File: config.mk
export PLATFORM = sky130hd
export DESIGN_NAME = reg_wb_arbiter_flat
export DESIGN_NICKNAME = d
export VERILOG_FILES = /design/src/rtl/reg_wb_arbiter_if.sv /design/src/rtl/reg_wb_arbiter.sv /design/src/flat_wrapper.sv
export SDC_FILE = /design/constraint.sdc
export NUM_CORES = 1
export LEC_CHECK = 0
export ABC_CLOCK_PERIOD_IN_PS = 12600
export CORE_ASPECT_RATIO = 0.75
export CORE_MARGIN = 2
export CORE_UTILIZATION = 53
export DETAILED_ROUTE_END_ITERATION = 16
export GPL_ROUTABILITY_DRIVEN = 1
export GPL_TIMING_DRIVEN = 1
export HOLD_SLACK_MARGIN = 0.06
export PLACE_DENSITY = 0.95
export SLEW_MARGIN = 20
export SYNTH_ARGS = -nofsm -noshare
export SYNTH_HDL_FRONTEND = slang
export SYNTH_SLANG_ARGS = --single-unit
File: constraint.sdc
create_clock -name clk -period 12.6 [get_ports clk]
set_input_delay 2.52 -clock clk [delete_from_list [all_inputs] [get_ports clk]]
set_output_delay 2.52 -clock clk [all_outputs]
set_load 0.03 [all_outputs]
File: src/rtl/reg_wb_arbiter_if.sv
// Writeback bus between the pipeline, the M-unit and the register-file write port.
// The slave side is the arbiter; the master side drives the sources and observes the results.
interface reg_wb_arbiter_if;
  logic        pipe_wr_en;
  logic [4:0]  pipe_wr_addr;
  logic [31:0] pipe_wr_data;
  logic        mdu_valid;
  logic [4:0]  mdu_addr;
  logic [31:0] mdu_data;
  logic        mdu_ready;
  logic        reg_file_wr_en;
  logic [4:0]  reg_file_wr_addr;
  logic [31:0] reg_file_wr_data;
  logic [31:0] pending_rd_mask;
  logic [3:0]  fifo_count;
  logic        stall_req;

  modport slave (
    input  pipe_wr_en, pipe_wr_addr, pipe_wr_data,
    input  mdu_valid, mdu_addr, mdu_data,
    output mdu_ready,
    output reg_file_wr_en, reg_file_wr_addr, reg_file_wr_data,
    output pending_rd_mask, fifo_count, stall_req
  );

  modport master (
    output pipe_wr_en, pipe_wr_addr, pipe_wr_data,
    output mdu_valid, mdu_addr, mdu_data,
    input  mdu_ready,
    input  reg_file_wr_en, reg_file_wr_addr, reg_file_wr_data,
    input  pending_rd_mask, fifo_count, stall_req
  );
endinterface

File: src/rtl/reg_wb_arbiter.sv
// Register-file write-port arbiter: the pipeline always wins, M-unit results wait
// in a small FIFO whose entries are invalidated when the pipeline writes the same register.
module reg_wb_arbiter #(
  parameter int FIFO_DEPTH   = 2,
  parameter int STARVE_LIMIT = 4
) (
  input logic             clk,
  input logic             rst,
  reg_wb_arbiter_if.slave bus
);
  localparam int PTR_W = $clog2(FIFO_DEPTH);

  logic [PTR_W-1:0]      rd_ptr_reg, rd_ptr_next;
  logic [PTR_W-1:0]      wr_ptr_reg, wr_ptr_next;
  logic [3:0]            count_reg, count_next;
  logic [3:0]            starve_reg, starve_next;
  logic [FIFO_DEPTH-1:0] valid_reg, valid_next;
  logic [4:0]            addr_mem [FIFO_DEPTH];
  logic [31:0]           data_mem [FIFO_DEPTH];
  logic                  wr_en_reg, wr_en_next;
  logic [4:0]            wr_addr_reg, wr_addr_next;
  logic [31:0]           wr_data_reg, wr_data_next;

  logic        mdu_ready_int;
  logic        pipe_write, mdu_live, fifo_empty;
  logic        do_pop, do_bypass, do_push;
  logic [31:0] entry_mask [FIFO_DEPTH];
  logic [31:0] mask_or;

  assign fifo_empty    = (count_reg == 4'd0);
  assign mdu_ready_int = (count_reg < 4'(FIFO_DEPTH));
  assign pipe_write    = bus.pipe_wr_en && (bus.pipe_wr_addr != 5'd0);
  // Results to x0 are accepted but simply dropped.
  assign mdu_live      = bus.mdu_valid && mdu_ready_int && (bus.mdu_addr != 5'd0);
  assign do_pop        = !pipe_write && !fifo_empty;
  assign do_bypass     = !pipe_write && fifo_empty && mdu_live;
  assign do_push       = mdu_live && !do_bypass;

  always_comb begin
    valid_next = valid_reg;
    // The pipeline result is younger, so any buffered write to the same register is dead.
    for (int i = 0; i < FIFO_DEPTH; i++) begin
      if (pipe_write && (addr_mem[i] == bus.pipe_wr_addr)) valid_next[i] = 1'b0;
    end
    if (do_pop)  valid_next[rd_ptr_reg] = 1'b0;
    if (do_push) valid_next[wr_ptr_reg] = 1'b1;
  end

  always_comb begin
    rd_ptr_next = do_pop  ? rd_ptr_reg + PTR_W'(1) : rd_ptr_reg;
    wr_ptr_next = do_push ? wr_ptr_reg + PTR_W'(1) : wr_ptr_reg;
    count_next  = count_reg + 4'(do_push) - 4'(do_pop);
    if (fifo_empty || do_pop)    starve_next = 4'd0;
    else if (starve_reg != 4'd15) starve_next = starve_reg + 4'd1;
    else                          starve_next = starve_reg;
  end

  always_comb begin
    wr_en_next   = 1'b0;
    wr_addr_next = wr_addr_reg;
    wr_data_next = wr_data_reg;
    if (pipe_write) begin
      wr_en_next   = 1'b1;
      wr_addr_next = bus.pipe_wr_addr;
      wr_data_next = bus.pipe_wr_data;
    end else if (do_pop) begin
      // An invalidated head still uses up the slot, but writes nothing.
      wr_en_next   = valid_reg[rd_ptr_reg];
      wr_addr_next = addr_mem[rd_ptr_reg];
      wr_data_next = data_mem[rd_ptr_reg];
    end else if (do_bypass) begin
      wr_en_next   = 1'b1;
      wr_addr_next = bus.mdu_addr;
      wr_data_next = bus.mdu_data;
    end
  end

  always_ff @(posedge clk or negedge rst) begin
    if (!rst) begin
      rd_ptr_reg  <= '0;
      wr_ptr_reg  <= '0;
      count_reg   <= 4'd0;
      starve_reg  <= 4'd0;
      valid_reg   <= '0;
      wr_en_reg   <= 1'b0;
      wr_addr_reg <= 5'd0;
      wr_data_reg <= 32'd0;
    end else begin
      rd_ptr_reg  <= rd_ptr_next;
      wr_ptr_reg  <= wr_ptr_next;
      count_reg   <= count_next;
      starve_reg  <= starve_next;
      valid_reg   <= valid_next;
      wr_en_reg   <= wr_en_next;
      wr_addr_reg <= wr_addr_next;
      wr_data_reg <= wr_data_next;
    end
  end

  always_ff @(posedge clk) begin
    if (do_push) begin
      addr_mem[wr_ptr_reg] <= bus.mdu_addr;
      data_mem[wr_ptr_reg] <= bus.mdu_data;
    end
  end

  for (genvar gi = 0; gi < FIFO_DEPTH; gi++) begin : g_mask
    assign entry_mask[gi] = valid_reg[gi] ? (32'd1 << addr_mem[gi]) : 32'd0;
  end

  always_comb begin
    mask_or = 32'd0;
    for (int i = 0; i < FIFO_DEPTH; i++) mask_or = mask_or | entry_mask[i];
  end

  assign bus.mdu_ready        = mdu_ready_int;
  assign bus.pending_rd_mask  = {mask_or[31:1], 1'b0};
  assign bus.fifo_count       = count_reg;
  assign bus.stall_req        = (starve_reg >= 4'(STARVE_LIMIT));
  assign bus.reg_file_wr_en   = wr_en_reg;
  assign bus.reg_file_wr_addr = wr_addr_reg;
  assign bus.reg_file_wr_data = wr_data_reg;
endmodule

File: src/flat_wrapper.sv
// flat-port wrapper written by rule: the top's interface ports become plain ports
module reg_wb_arbiter_flat 
#(
  parameter int FIFO_DEPTH   = 2,
  parameter int STARVE_LIMIT = 4
)
  (clk, rst, bus_pipe_wr_en, bus_pipe_wr_addr, bus_pipe_wr_data, bus_mdu_valid, bus_mdu_addr, bus_mdu_data, bus_mdu_ready, bus_reg_file_wr_en, bus_reg_file_wr_addr, bus_reg_file_wr_data, bus_pending_rd_mask, bus_fifo_count, bus_stall_req);
  reg_wb_arbiter_if bus_i ();
  input logic clk;
  input logic rst;
  input wire logic [$bits(bus_i.pipe_wr_en)-1:0] bus_pipe_wr_en;
  input wire logic [$bits(bus_i.pipe_wr_addr)-1:0] bus_pipe_wr_addr;
  input wire logic [$bits(bus_i.pipe_wr_data)-1:0] bus_pipe_wr_data;
  input wire logic [$bits(bus_i.mdu_valid)-1:0] bus_mdu_valid;
  input wire logic [$bits(bus_i.mdu_addr)-1:0] bus_mdu_addr;
  input wire logic [$bits(bus_i.mdu_data)-1:0] bus_mdu_data;
  output wire logic [$bits(bus_i.mdu_ready)-1:0] bus_mdu_ready;
  output wire logic [$bits(bus_i.reg_file_wr_en)-1:0] bus_reg_file_wr_en;
  output wire logic [$bits(bus_i.reg_file_wr_addr)-1:0] bus_reg_file_wr_addr;
  output wire logic [$bits(bus_i.reg_file_wr_data)-1:0] bus_reg_file_wr_data;
  output wire logic [$bits(bus_i.pending_rd_mask)-1:0] bus_pending_rd_mask;
  output wire logic [$bits(bus_i.fifo_count)-1:0] bus_fifo_count;
  output wire logic [$bits(bus_i.stall_req)-1:0] bus_stall_req;
  assign bus_i.pipe_wr_en = bus_pipe_wr_en;
  assign bus_i.pipe_wr_addr = bus_pipe_wr_addr;
  assign bus_i.pipe_wr_data = bus_pipe_wr_data;
  assign bus_i.mdu_valid = bus_mdu_valid;
  assign bus_i.mdu_addr = bus_mdu_addr;
  assign bus_i.mdu_data = bus_mdu_data;
  assign bus_mdu_ready = bus_i.mdu_ready;
  assign bus_reg_file_wr_en = bus_i.reg_file_wr_en;
  assign bus_reg_file_wr_addr = bus_i.reg_file_wr_addr;
  assign bus_reg_file_wr_data = bus_i.reg_file_wr_data;
  assign bus_pending_rd_mask = bus_i.pending_rd_mask;
  assign bus_fifo_count = bus_i.fifo_count;
  assign bus_stall_req = bus_i.stall_req;
  reg_wb_arbiter #(.FIFO_DEPTH(FIFO_DEPTH), .STARVE_LIMIT(STARVE_LIMIT)) u_core (.clk(clk), .rst(rst), .bus(bus_i));
endmodule
==> run metrics <==
outcome finished, final reports clean; Main synth FF type edfxtp_1; CTS resizes 0; max FFs per register 64; TNS Setup 0 ns; DRT met1 WL 7050 µm; num ports 154; largest family of logic cells by synthesized area compound AO/OA/AOI/OAI gates; post-layout power 1.56 mW; cts-stage hold buffer count 0; vias in the first global route 5058; CP startpoint kind input port; clk_lat worst skew 0.41 ns; initial antenna violation count 0; Seq cells post-synth 124; Setup Crit Path Kind input port to register; Tcrit/Tclk final 0.420; CTS tree done; post-synthesis sequential area ratio 0.581; Synth Area in Adders 0.0159; design area 8060 µm²; Setup Fix Bufs, Post-CTS 0; Worst Hold Class register to register; Die Area 12100 µm²; PwrDens 193 nW/µm²; worst slew pin tran 1.03 ns; 1st-iter DRT viols 602; GRT Total Usage 0.286; mux share of post-synthesis cell area 0.0720; placed inst area 7500 µm²; Clock transition at path regs 0.06 ns; RePlAce Congestion 0.950; vias per cell 6.59; RSZ-0062 raised after global routing no; commonest non-fill, non-tap cell in the layout clkdlybuf4s50_1; Async SR Flop Fraction 0.403; fin crit period 5.29 ns; Post-route DRC 0; met2 wire len 8560 µm; global-route wire length before repair 26600 µm; CP peak stage delay 0.60 ns; First-pass DRT Iterations 5; DP HPWL 11000 µm; total number of vias 4970; core area 10900 µm²; Top reg by flops u_core.data_mem; Die Span Y 96.0 µm; Fmax achieved 0.189 GHz; Initial Utilization 0.546; Die Width 127 µm; Slowest cell on crit path inv_1; Post-synth EDFFs 74; final hold vios 0; CP required 12.92 ns; clock buffer count from CTS 17; count of cell types in the netlist 54; Core Rows 33; largest net degree at the start of global routing 52; FILL cells 697; Routed wire per std cell 23.0 µm; Max clock buf depth 2; syn_area_per_cell 12.8 µm²; Max FO, Critical Path 18; Routed Antenna Nets 0; slew margin rel. 0.311; worst endpoint data arrival time 5.61 ns; commonest non-fill, non-tap cells in the layout clkdlybuf4s50_1 (151), edfxtp_1 (74), dfrtp_1 (49), o22ai_1 (46), mux2_2 (32); CTS root buffer clkbuf_16; compound-cell area share of the yosys netlist 0.188; Largest delay share family, worst path buffers and inverters; total of max-cap violations 0; max-slew violation count 0; clock sinks 124; Syn. warnings 0; worst clock skew 0.00860 ns; xor/xnor share of the synthesized area 0.0205; post-synthesis cell area 5970 µm²; routed wl met3 1410 µm; Routed Wire Length 17400 µm; Simple-Gate Fraction of Synth Area 0.0775; Congestion Overflow GR 0; n_diodes 0; worst path cell trace clkdlybuf4s50_1 > o21ai_0 > nand3_2 > inv_1 > ha_1 > inv_1 > ha_1 > a21o_1 > a21oi_1 > xor2_1; peak supply drop 0.000128 V; Syn Inst Count 466; CP endpoint kind register; Max Used Layer met4; Port Buf Inserts 152; Pleak 2.86 nW; setup violators final 0; Syn Nets 551; P&R area growth vs syn 35.0%; CP bufs+invs 3; layout cells sized above 1 0.143; Clock H-tree levels 4; final net count 687
## metal layers
metal  GRT usage  up-vias
met5           0        -
met4      0.0870        0
met3      0.0778       41
met2       0.471      310
met1       0.376     2505
li1            -     2114
## worst reg2reg max path, cell delays in order (launching register included)
cell and delay (ns):
dfrtp_1 0.39, inv_1 0.08, ha_1 0.24, or3b_2 0.73, nand3_2 0.58, inv_1 0.60
ha_1 0.27, inv_1 0.08, ha_1 0.28, a21o_1 0.19, a21oi_1 0.18, xor2_1 0.18
## worst paths after layout
check                                                      from                               to  slack, ns  cells past startpoint
worst min-delay path            u_core.bus.reg_file_wr_data[22]  u_core.bus.reg_file_wr_data[22]       0.49                      1
worst max-delay path                        bus_pipe_wr_addr[3]         u_core.bus.fifo_count[3]       7.31                     10
worst max register to register         u_core.bus.fifo_count[2]         u_core.bus.fifo_count[3]       8.73                     11
max in group asynchronous                                   rst                u_core.rd_ptr_reg       9.86                      2
min in group asynchronous                                   rst   u_core.bus.reg_file_wr_addr[2]       2.24                      2
worst min register to register  u_core.bus.reg_file_wr_data[22]  u_core.bus.reg_file_wr_data[22]       0.49                      1
## synthesized netlist by cell type (all sizes together) (7+ instances only)
library cell	number	area (µm²)
a211oi	16	120
a22oi	11	82.6
a2bb2oi	13	114
buf	17	129
clkbuf	22	82.6
dfrtp	50	1250
edfxtp	74	2220
inv	14	52.6
mux2	32	360
mux2i	7	70.1
nand2	21	78.8
nand3	15	85.1
nand3b	9	67.6
nor3	7	46.3
o211ai	21	158
o22ai	46	288
o2bb2ai	15	131
xor2	9	78.8
## stage by stage
step           instances  setup WS [ns]  utilization  hold WS (ns)
2_1_floorplan        466           6.08            -         0.477
3_3_place_gp         723           6.95        0.685         0.470
3_5_place_dp         723           6.85        0.685         0.473
4_1_cts              754           7.23        0.736         0.490
5_1_grt              754           7.21        0.737         0.518
6_report             754           7.31        0.737         0.486
## logic make-up after synthesis
logic type | Yosys count
buffers and inverters | 53
muxes | 39
other | 1
and+or+nand+nor | 79
adders and majority gates | 7
xor gates and xnor gates | 14
AOI/OAI and AO/OA | 149
DFF | 124
## area by class of cell
cell class | count | area [µm²] | share of cell area
clock inverter | 13 | 128 | 0.0158
inverter | 14 | 52.6 | 0.00652
tap | 140 | 175 | 0.0217
sequential | 124 | 3470 | 0.431
clock buffer | 18 | 429 | 0.0532
timing repair buffer | 156 | 1550 | 0.192
multi-input combinational | 289 | 2260 | 0.280
## power breakdown
group	internal (mW)	switching (mW)	total [mW]
combinational	0.227	0.278	0.505
clock	0.287	0.177	0.464
sequential	0.508	0.0795	0.588
total	1.02	0.534	1.56
(Power assumes the default switching activity.)
